--- config.mk ---
export PLATFORM = sky130hd
export DESIGN_NAME = uart_tx_control
export DESIGN_NICKNAME = d
export VERILOG_FILES = /design/src/rtl/uart_pkg.sv /design/src/rtl/uart_tx_baud.sv /design/src/rtl/uart_tx_control.sv
export SDC_FILE = /design/constraint.sdc
export NUM_CORES = 1
export LEC_CHECK = 0
export CAP_MARGIN = 20
export CORE_ASPECT_RATIO = 1.1
export CORE_MARGIN = 3
export CORE_UTILIZATION = 57
export DETAILED_ROUTE_END_ITERATION = 12
export GPL_ROUTABILITY_DRIVEN = 0
export MAX_ROUTING_LAYER = met4
export PLACE_DENSITY = 0.8
export SLEW_MARGIN = 15
export SYNTH_ARGS = -nofsm -noshare
export SYNTH_HDL_FRONTEND = slang
export SYNTH_SLANG_ARGS = --single-unit
--- constraint.sdc ---
create_clock -name clk -period 3.8 [get_ports clk]
set_clock_uncertainty 0.2 [all_clocks]
set_input_delay 0.57 -clock clk [delete_from_list [all_inputs] [get_ports clk]]
set_output_delay 0.57 -clock clk [all_outputs]
set_load 0.005 [all_outputs]
--- src/rtl/uart_pkg.sv ---
// Shared UART definitions used by the transmit and receive paths.
package uart_pkg;

    localparam int unsigned UART_DATA_BITS        = 8;
    localparam logic        UART_IDLE_LEVEL       = 1'b1;
    localparam int unsigned UART_BAUD_DIV_DEFAULT = 434;  // 50 MHz / 115200

    typedef enum logic [1:0] {
        IDLE,
        START,
        DATA,
        STOP
    } tx_state_t;

    // Width of a counter that has to hold values 0..n-1, never narrower than one bit.
    function automatic int unsigned cnt_width(input int unsigned n);
        return (n <= 2) ? 1 : $clog2(n);
    endfunction

endpackage

--- src/rtl/uart_tx_baud.sv ---
// Bit-period timer for the UART transmitter: bit_tick on the last cycle of each bit.
module uart_tx_baud
    import uart_pkg::*;
#(
    parameter int unsigned BAUD_DIV = UART_BAUD_DIV_DEFAULT
) (
    input  logic clk,
    input  logic rst_n,
    input  logic clear,
    input  logic enable,
    output logic bit_tick
);

    localparam int unsigned      CNT_W   = cnt_width(BAUD_DIV);
    localparam logic [CNT_W-1:0] CNT_MAX = CNT_W'(BAUD_DIV - 1);

    logic [CNT_W-1:0] cnt_q;

    always_ff @(posedge clk or negedge rst_n) begin
        if (!rst_n) begin
            cnt_q <= '0;
        end else if (clear) begin
            cnt_q <= '0;
        end else if (enable) begin
            cnt_q <= (cnt_q == CNT_MAX) ? '0 : cnt_q + 1'b1;
        end
    end

    assign bit_tick = enable && (cnt_q == CNT_MAX);

endmodule

--- src/rtl/uart_tx_control.sv ---
// UART transmitter: start bit, 8 data bits LSB first, STOP_BITS stop bits, no parity.
module uart_tx_control
    import uart_pkg::*;
#(
    parameter int unsigned BAUD_DIV  = UART_BAUD_DIV_DEFAULT,
    parameter int unsigned STOP_BITS = 1
) (
    input  logic       clk,
    input  logic       rst_n,
    input  logic       tx_valid,
    input  logic [7:0] tx_data,
    output logic       tx_ready,
    output logic       tx_pin_out,
    output logic       tx_busy,
    output logic       tx_done_sig
);

    localparam int unsigned IDX_W = cnt_width(UART_DATA_BITS);
    localparam logic [IDX_W-1:0] LAST_BIT  = IDX_W'(UART_DATA_BITS - 1);
    localparam logic             STOP_LAST = 1'(STOP_BITS - 1);

    tx_state_t                  state;
    logic [UART_DATA_BITS-1:0]  shreg;
    logic [IDX_W-1:0]           bit_idx;
    logic                       stop_idx;
    logic                       pin_q;
    logic                       ready_q;
    logic                       busy_q;
    logic                       done_q;
    logic                       accept;
    logic                       bit_tick;

    assign accept = tx_valid && ready_q;

    uart_tx_baud #(
        .BAUD_DIV(BAUD_DIV)
    ) u_baud (
        .clk     (clk),
        .rst_n   (rst_n),
        .clear   (accept),
        .enable  (state != IDLE),
        .bit_tick(bit_tick)
    );

    // All outputs come straight from flops so the serial line never glitches.
    always_ff @(posedge clk or negedge rst_n) begin
        if (!rst_n) begin
            state    <= IDLE;
            shreg    <= '0;
            bit_idx  <= '0;
            stop_idx <= 1'b0;
            pin_q    <= UART_IDLE_LEVEL;
            ready_q  <= 1'b1;
            busy_q   <= 1'b0;
            done_q   <= 1'b0;
        end else begin
            done_q <= 1'b0;
            unique case (state)
                IDLE: begin
                    if (accept) begin
                        shreg   <= tx_data;
                        pin_q   <= ~UART_IDLE_LEVEL;
                        ready_q <= 1'b0;
                        busy_q  <= 1'b1;
                        state   <= START;
                    end
                end
                START: begin
                    if (bit_tick) begin
                        pin_q   <= shreg[0];
                        bit_idx <= '0;
                        state   <= DATA;
                    end
                end
                DATA: begin
                    if (bit_tick) begin
                        if (bit_idx == LAST_BIT) begin
                            pin_q    <= UART_IDLE_LEVEL;
                            stop_idx <= 1'b0;
                            state    <= STOP;
                        end else begin
                            shreg   <= shreg >> 1;
                            pin_q   <= shreg[1];
                            bit_idx <= bit_idx + 1'b1;
                        end
                    end
                end
                STOP: begin
                    if (bit_tick) begin
                        if (stop_idx == STOP_LAST) begin
                            done_q  <= 1'b1;
                            ready_q <= 1'b1;
                            busy_q  <= 1'b0;
                            state   <= IDLE;
                        end else begin
                            stop_idx <= 1'b1;
                        end
                    end
                end
                default: state <= IDLE;
            endcase
        end
    end

    assign tx_pin_out  = pin_q;
    assign tx_ready    = ready_q;
    assign tx_busy     = busy_q;
    assign tx_done_sig = done_q;

endmodule
## Word level (Yosys, flattened, before mapping)

Cells that the tools add are included.

| storage, ports and cells | value |
|---|---|
| logic and storage cells | 77 |
| register bits after elaboration | 27 |
| output and inout bits | 4 |
| bits of input ports | 11 |

| operators by class | value |
|---|---|
| equality and inequality tests | 12 |
| mux-type cells | 38 |
| reduce and logical (&&, ||, !) cells | 16 |
| $add $sub $neg | 2 |

Operators with widths:

| operator | count |
|---|---|
| 9-bit two-way mux | 3 |
| 8-bit two-way mux | 3 |
| 4-bit AND reduction | 5 |
| 1-bit two-way mux | 16 |
| 8-bit one-hot mux with 2 select lines | 1 |
| 2-bit inequality test, second input constant | 7 |
| 2-bit two-way mux | 6 |
| 2-bit nonzero test | 6 |
| 9-bit by 1-bit adder with 9-bit output, second input constant | 1 |
| 9-bit equality test, second input constant | 1 |
| 3-bit two-way mux | 3 |
| 2-bit one-hot mux with 4 select lines | 1 |
| 1-bit one-hot mux with 2 select lines | 3 |
| 3-bit one-hot mux with 2 select lines | 1 |
| 6-bit AND reduction | 1 |
| 2-bit equality test, second input constant | 2 |
| 3-bit by 1-bit adder with 3-bit output, second input constant | 1 |
| 3-bit equality test, second input constant | 1 |
| 1-bit one-hot mux with 3 select lines | 1 |
| 3-bit nonzero test | 1 |
| 2-bit by 1-bit equality test with 1-bit output, second input constant | 1 |
| 1-bit logical AND | 2 |
| 2-bit zero test | 1 |

## Longest topological paths before layout

| logic depth | value |
|---|---|
| word-level depth | 4 |
| gate-level depth with buffers | 7 |
| mapped depth without buffers | 6 |

## By module

A second synthesis with hierarchy kept.

| second synthesis, totals | value |
|---|---|
| cells, all modules | 140 |
| area, all modules | 1549.0 um^2 |

By module, submodules not included:

| module | sequential area each (um^2) | area an instance (um^2) | times used | cells an instance |
|---|---|---|---|---|
| uart_tx_control | 427.9 | 1033.5 | 1 | 85 |
| uart_tx_baud | 225.2 | 515.5 | 1 | 55 |

## Worst setup path before layout

OpenSTA, ideal clock, no wires.

| path | value |
|---|---|
| kind | register to register |
| from | reg state[0] |
| to | reg state[1] |
| cell stages (with the launch flop) | 8 |
| path buffers | 1 |
| slack | 1824 ps |
| arrival time | 1652 ps |
| cell sequence | dfrtp_1 > inv_1 > ha_1 > a21bo_1 > buf_2 > nand3_1 > a21oi_1 > mux2_2 |

| between the ends | value |
|---|---|
| word-level cells in the longest chain between the ends | 4 |
| elaborated cells between the ends (all ways) | 14 |
| those cells by class | 9 x eq/ne; 1 x mux; 4 x reduce/logical |

Ends and longest elaborated chain:

| item | line | source |
|---|---|---|
| start, declared | uart_tx_control.sv:22 | `tx_state_t state;` |
| start signal, assigned | uart_tx_control.sv:48 | `state <= IDLE;` |
| start signal, assigned | uart_tx_control.sv:65 | `state <= START;` |
| start signal, assigned | uart_tx_control.sv:72 | `state <= DATA;` |
| 2-bit nonzero test | uart_tx_control.sv:41 | `.enable (state != IDLE),` |
| 1-bit logical AND | uart_tx_baud.sv:29 | `assign bit_tick = enable && (cnt_q == CNT_MAX);` |
| 2-bit inequality test (no line) | -- |  |
| 6-bit AND reduction (no line) | -- |  |

Parallel ways exist; a longest one is shown, timed or not.
A chain may end at the register's enable or synchronous reset.

## Final worst setup path

| path | value |
|---|---|
| from | reg ready_q (netlist: tx_ready) |
| to | out tx_ready |

RTL lines:

| item | line | source |
|---|---|---|
| start, declared | uart_tx_control.sv:27 | `logic ready_q;` |
| start signal, assigned | uart_tx_control.sv:53 | `ready_q <= 1'b1;` |
| start signal, assigned | uart_tx_control.sv:63 | `ready_q <= 1'b0;` |
| start signal, assigned | uart_tx_control.sv:92 | `ready_q <= 1'b1;` |
| end, declared | uart_tx_control.sv:12 | `output logic tx_ready,` |

No word-level cell between the ends.

==> parameters.txt <==
Parameter                              Value

Clock tree
  Root buffer selected by CTS ... sky130_fd_sc_hd__clkbuf_4
  Total number of clock tree sinks ... 26
  Level count of the clock H-tree ... 1
  Clock transition at the registers of the reported paths ... 0.13 ns
  Number of hold-repair buffers added at the cts stage ... 0
  Number of clock buffers inserted by TritonCTS ... 3
  Clock latency on the worst-skew pair ... about 0.32 ns
  Clock tree from TritonCTS ... done
  CTS Buffer Depth ... 2
  Post-CTS setup repair buffer count ... 0
  Count of instances resized after the clock tree is built ... 0

Die
  Floorplan die area ... ~0.0031 mm^2
  Core area ... 0.00230 mm^2
  Ports ... 15
  Starting density of the core ... approximately 62%
  Standard-cell row count ... 18
  Die Wd ... about 53 um
  Height of the die ... 58.2 um

Layout
  ANT cells ... 0
  Area growth from synthesis to final layout ... 13.0%
  Final core occ ... between 60% and 70%
  Sequential cell area ... 653 um^2
  Filler instances ... roughly 180
  Share of layout cells above drive strength 1 ... a little over a tenth
  Fin nets ... around 170
  Multi-input logic area ... 709 um^2

Power
  Leakage power total ... around 0.73 nW
  Cell area power density ... 268 mW/mm^2
  Worst-case vdd ir drop ... about 0.24 mV
  Post-layout power ... around 0.00043 W

Timing
  Max Slew Vio Count ... 0
  Minimum hold slack ... 0.0217 ns
  Hold Fails Final Rpt ... 0
  Unrepaired setup endpoints after global routing ... false
  Tightest slew margin relative to the limit ... approximately 62%
  Total setup violations reported at the end of the flow ... 0
  Final period demand of the worst path ... between 2 and 2.5 ns
  Total Neg Setup Slack ... 0 ns
  Upper clock frequency limit ... 446 MHz
  Measured slew at the worst slew-check pin ... between 0.5 and 0.6 ns
  Post-route fraction of the period consumed by the critical path ... roughly three fifths

Yosys
  Ys flop type ... sky130_fd_sc_hd__dfrtp_1
  Most used standard cells in the synthesized netlist ... sky130_fd_sc_hd__dfrtp_1, sky130_fd_sc_hd__nand2_1, sky130_fd_sc_hd__ha_1, sky130_fd_sc_hd__nor2_1, sky130_fd_sc_hd__o21ai_0
  Count of unique library cells instantiated by Yosys ... 37
  Flip-flop and latch count after synthesis ... 26
  EDFF count, synth ... 0
  Ranking of synthesized cells by area ... sky130_fd_sc_hd__dfrtp_1, sky130_fd_sc_hd__ha_1, sky130_fd_sc_hd__o22a_1, sky130_fd_sc_hd__dfstp_2, sky130_fd_sc_hd__nand2_1
  Total nets after synthesis ... 158
  Share of the synthesized area in the top cell type ... a little over two fifths
  Most common cell in the synthesized netlist ... sky130_fd_sc_hd__dfrtp_1
  Post-synthesis instance area ... roughly 0.0014 mm^2
  Post-synthesis cell count ... 138
  Register area share after synthesis ... between 40% and 50%
  Share of async-settable or async-resettable flops after synthesis ... between 90% and 100%
  Largest area contributor in the netlist ... sky130_fd_sc_hd__dfrtp_1
  Syn avg cell area ... between 10 and 15 um^2
  Yosys synthesis warning count ... 0

Worst setup path
  Largest fanout of any net on the critical path ... 9
  CP endpoint kind ... primary output
  Arrival time reported for the critical path endpoint ... approximately 1.5 ns
  Setup crit start kind ... flip-flop
  Cell family with the largest share of critical-path delay ... flip-flops
  Critical path's slowest cell ... sky130_fd_sc_hd__dfstp_2
  Category of the most critical setup path ... reg -> out
  Count of cell instances traversed by the critical path ... 1
  CP Buf/Inv Count ... 1
  Chain of cells forming the critical path ... clkdlybuf4s50_1
  Worst EP required ... around 3.0 ns
  Worst reg2reg path depth ... 6
  Delay of the slowest cell on the worst path ... roughly 0.63 ns

GRT
  Met2 demand-to-capacity share in global routing ... between 30% and 40%
  Antenna violations before repair ... 0
  GR Util met3 ... 2.31%
  Pin count of the biggest net entering global routing ... 27
  Met1 GRT Util ... roughly a quarter
  Residual overflow from global routing ... 0
  First-pass GRT wire length ... 4490 um
  Vias in the first global route ... 1034
  Total routing resource utilization after global routing ... between 20% and 30%
  Most heavily used metal layer in global routing ... met2

Run
  # Max-Cap Violations ... 0

Drt
  Post-detailed-route wirelength per cell ... 13.9 um
  DRC errors left ... 0
  Antenna Nets Post-Route ... 0
  DRT Pass-1 Iters ... 4
  Final Routed Wirelength ... ~2500 um
  Count of vias placed by the detailed router ... between 1000 and 1500
  Initial DRC Count ... 32
  Post-detailed-route via-to-cell ratio ... just under 6

Place
  Half-perimeter wire length of the detailed placement result ... between 1500 and 2000 um
  IO Port Bufs ... 14

Hold path
  Min-Delay Path Class ... in -> async

Status
  Outcome ... complete, no violations
[cell type report]
type / count / share of cell area [%]
Inverter: 7 / 1.64
Multi-Input combinational cell: 100 / 44.4
Timing Repair Buffer: 14 / 8.46
Tap cell: 30 / 2.35
Sequential cell: 26 / 40.9
Clock buffer: 4 / 2.27
[metrics by stage]
step           cell area [um^2]  setup WS, ns  cells
2_1_floorplan              1410          1.82    138
3_3_place_gp               1570          1.36    177
3_5_place_dp               1570          1.30    177
4_1_cts                    1600          1.54    181
5_1_grt                    1600          1.37    181
6_report                   1600          1.56    181
[cell families after synthesis]
logic type / count (synthesis) / share of synthesized area, %
buffers and inverters: 12 / 3.63
AND/OR/NAND/NOR: 43 / 16.8
adder cells (fa/ha/maj): 9 / 7.96
XOR/XNOR: 5 / 3.10
AO/OA/AOI/OAI: 40 / 20.0
flip-flops: 26 / 46.2
multiplexers: 3 / 2.30
[layer usage]
metal / wire, um / vias to the layer above
met5: 0 / -
met4: 50 / 0
met3: 67 / 5
met2: 1260 / 14
met1: 1140 / 507
li1: - / 525
[path summary, 6_finish.rpt]
check | start | end | slack, ns
worst max-delay path | tx_ready$_DFFE_PN1P_ | tx_ready | 1.56
worst min-delay path | rst_n | tx_done_sig$_DFF_PN0_ | 0.02
worst max register to register | state[0]$_DFFE_PN0P_ | shreg[3]$_DFFE_PN0P_ | 1.58
worst min register to register | shreg[5]$_DFFE_PN0P_ | shreg[5]$_DFFE_PN0P_ | 0.31
max in group asynchronous | rst_n | shreg[3]$_DFFE_PN0P_ | 3.00
min in group clk | shreg[5]$_DFFE_PN0P_ | shreg[5]$_DFFE_PN0P_ | 0.31
[sequential cells by signal (all words and copies together), names as in the netlist]
| register | count |
|---|---|
| u_baud.cnt_q | 9 |
| shreg | 8 |
| bit_idx | 3 |
| state | 2 |
| tx_busy | 1 |
| tx_done_sig | 1 |
| tx_pin_out | 1 |
| tx_ready | 1 |
[cells in the final DEF (no fill, tap or decap), drive strengths merged, types with 2 or more instances in the layout]
cell type       n
nand2          14
xor2            5
inv             7
mux2            2
o21ai           8
nor2            9
clkdlybuf4s50  13
a21bo           2
a31oi           2
nand4           5
o211ai          3
clkbuf          4
o21a            7
nand3           7
ha              9
dfstp           2
a21oi           5
dfrtp          24
o22a            7
[power breakdown]
part	switching (W)	leakage, nW	total (W)	internal [W]
combinational	0.00000719	0.370	0.0000156	0.00000842
sequential	0	0.341	0.000277	0.000277
clock	0.0000771	0.0210	0.000136	0.0000587
total	0.0000843	0.732	0.000428	0.000344
(Power assumes the default switching activity.)
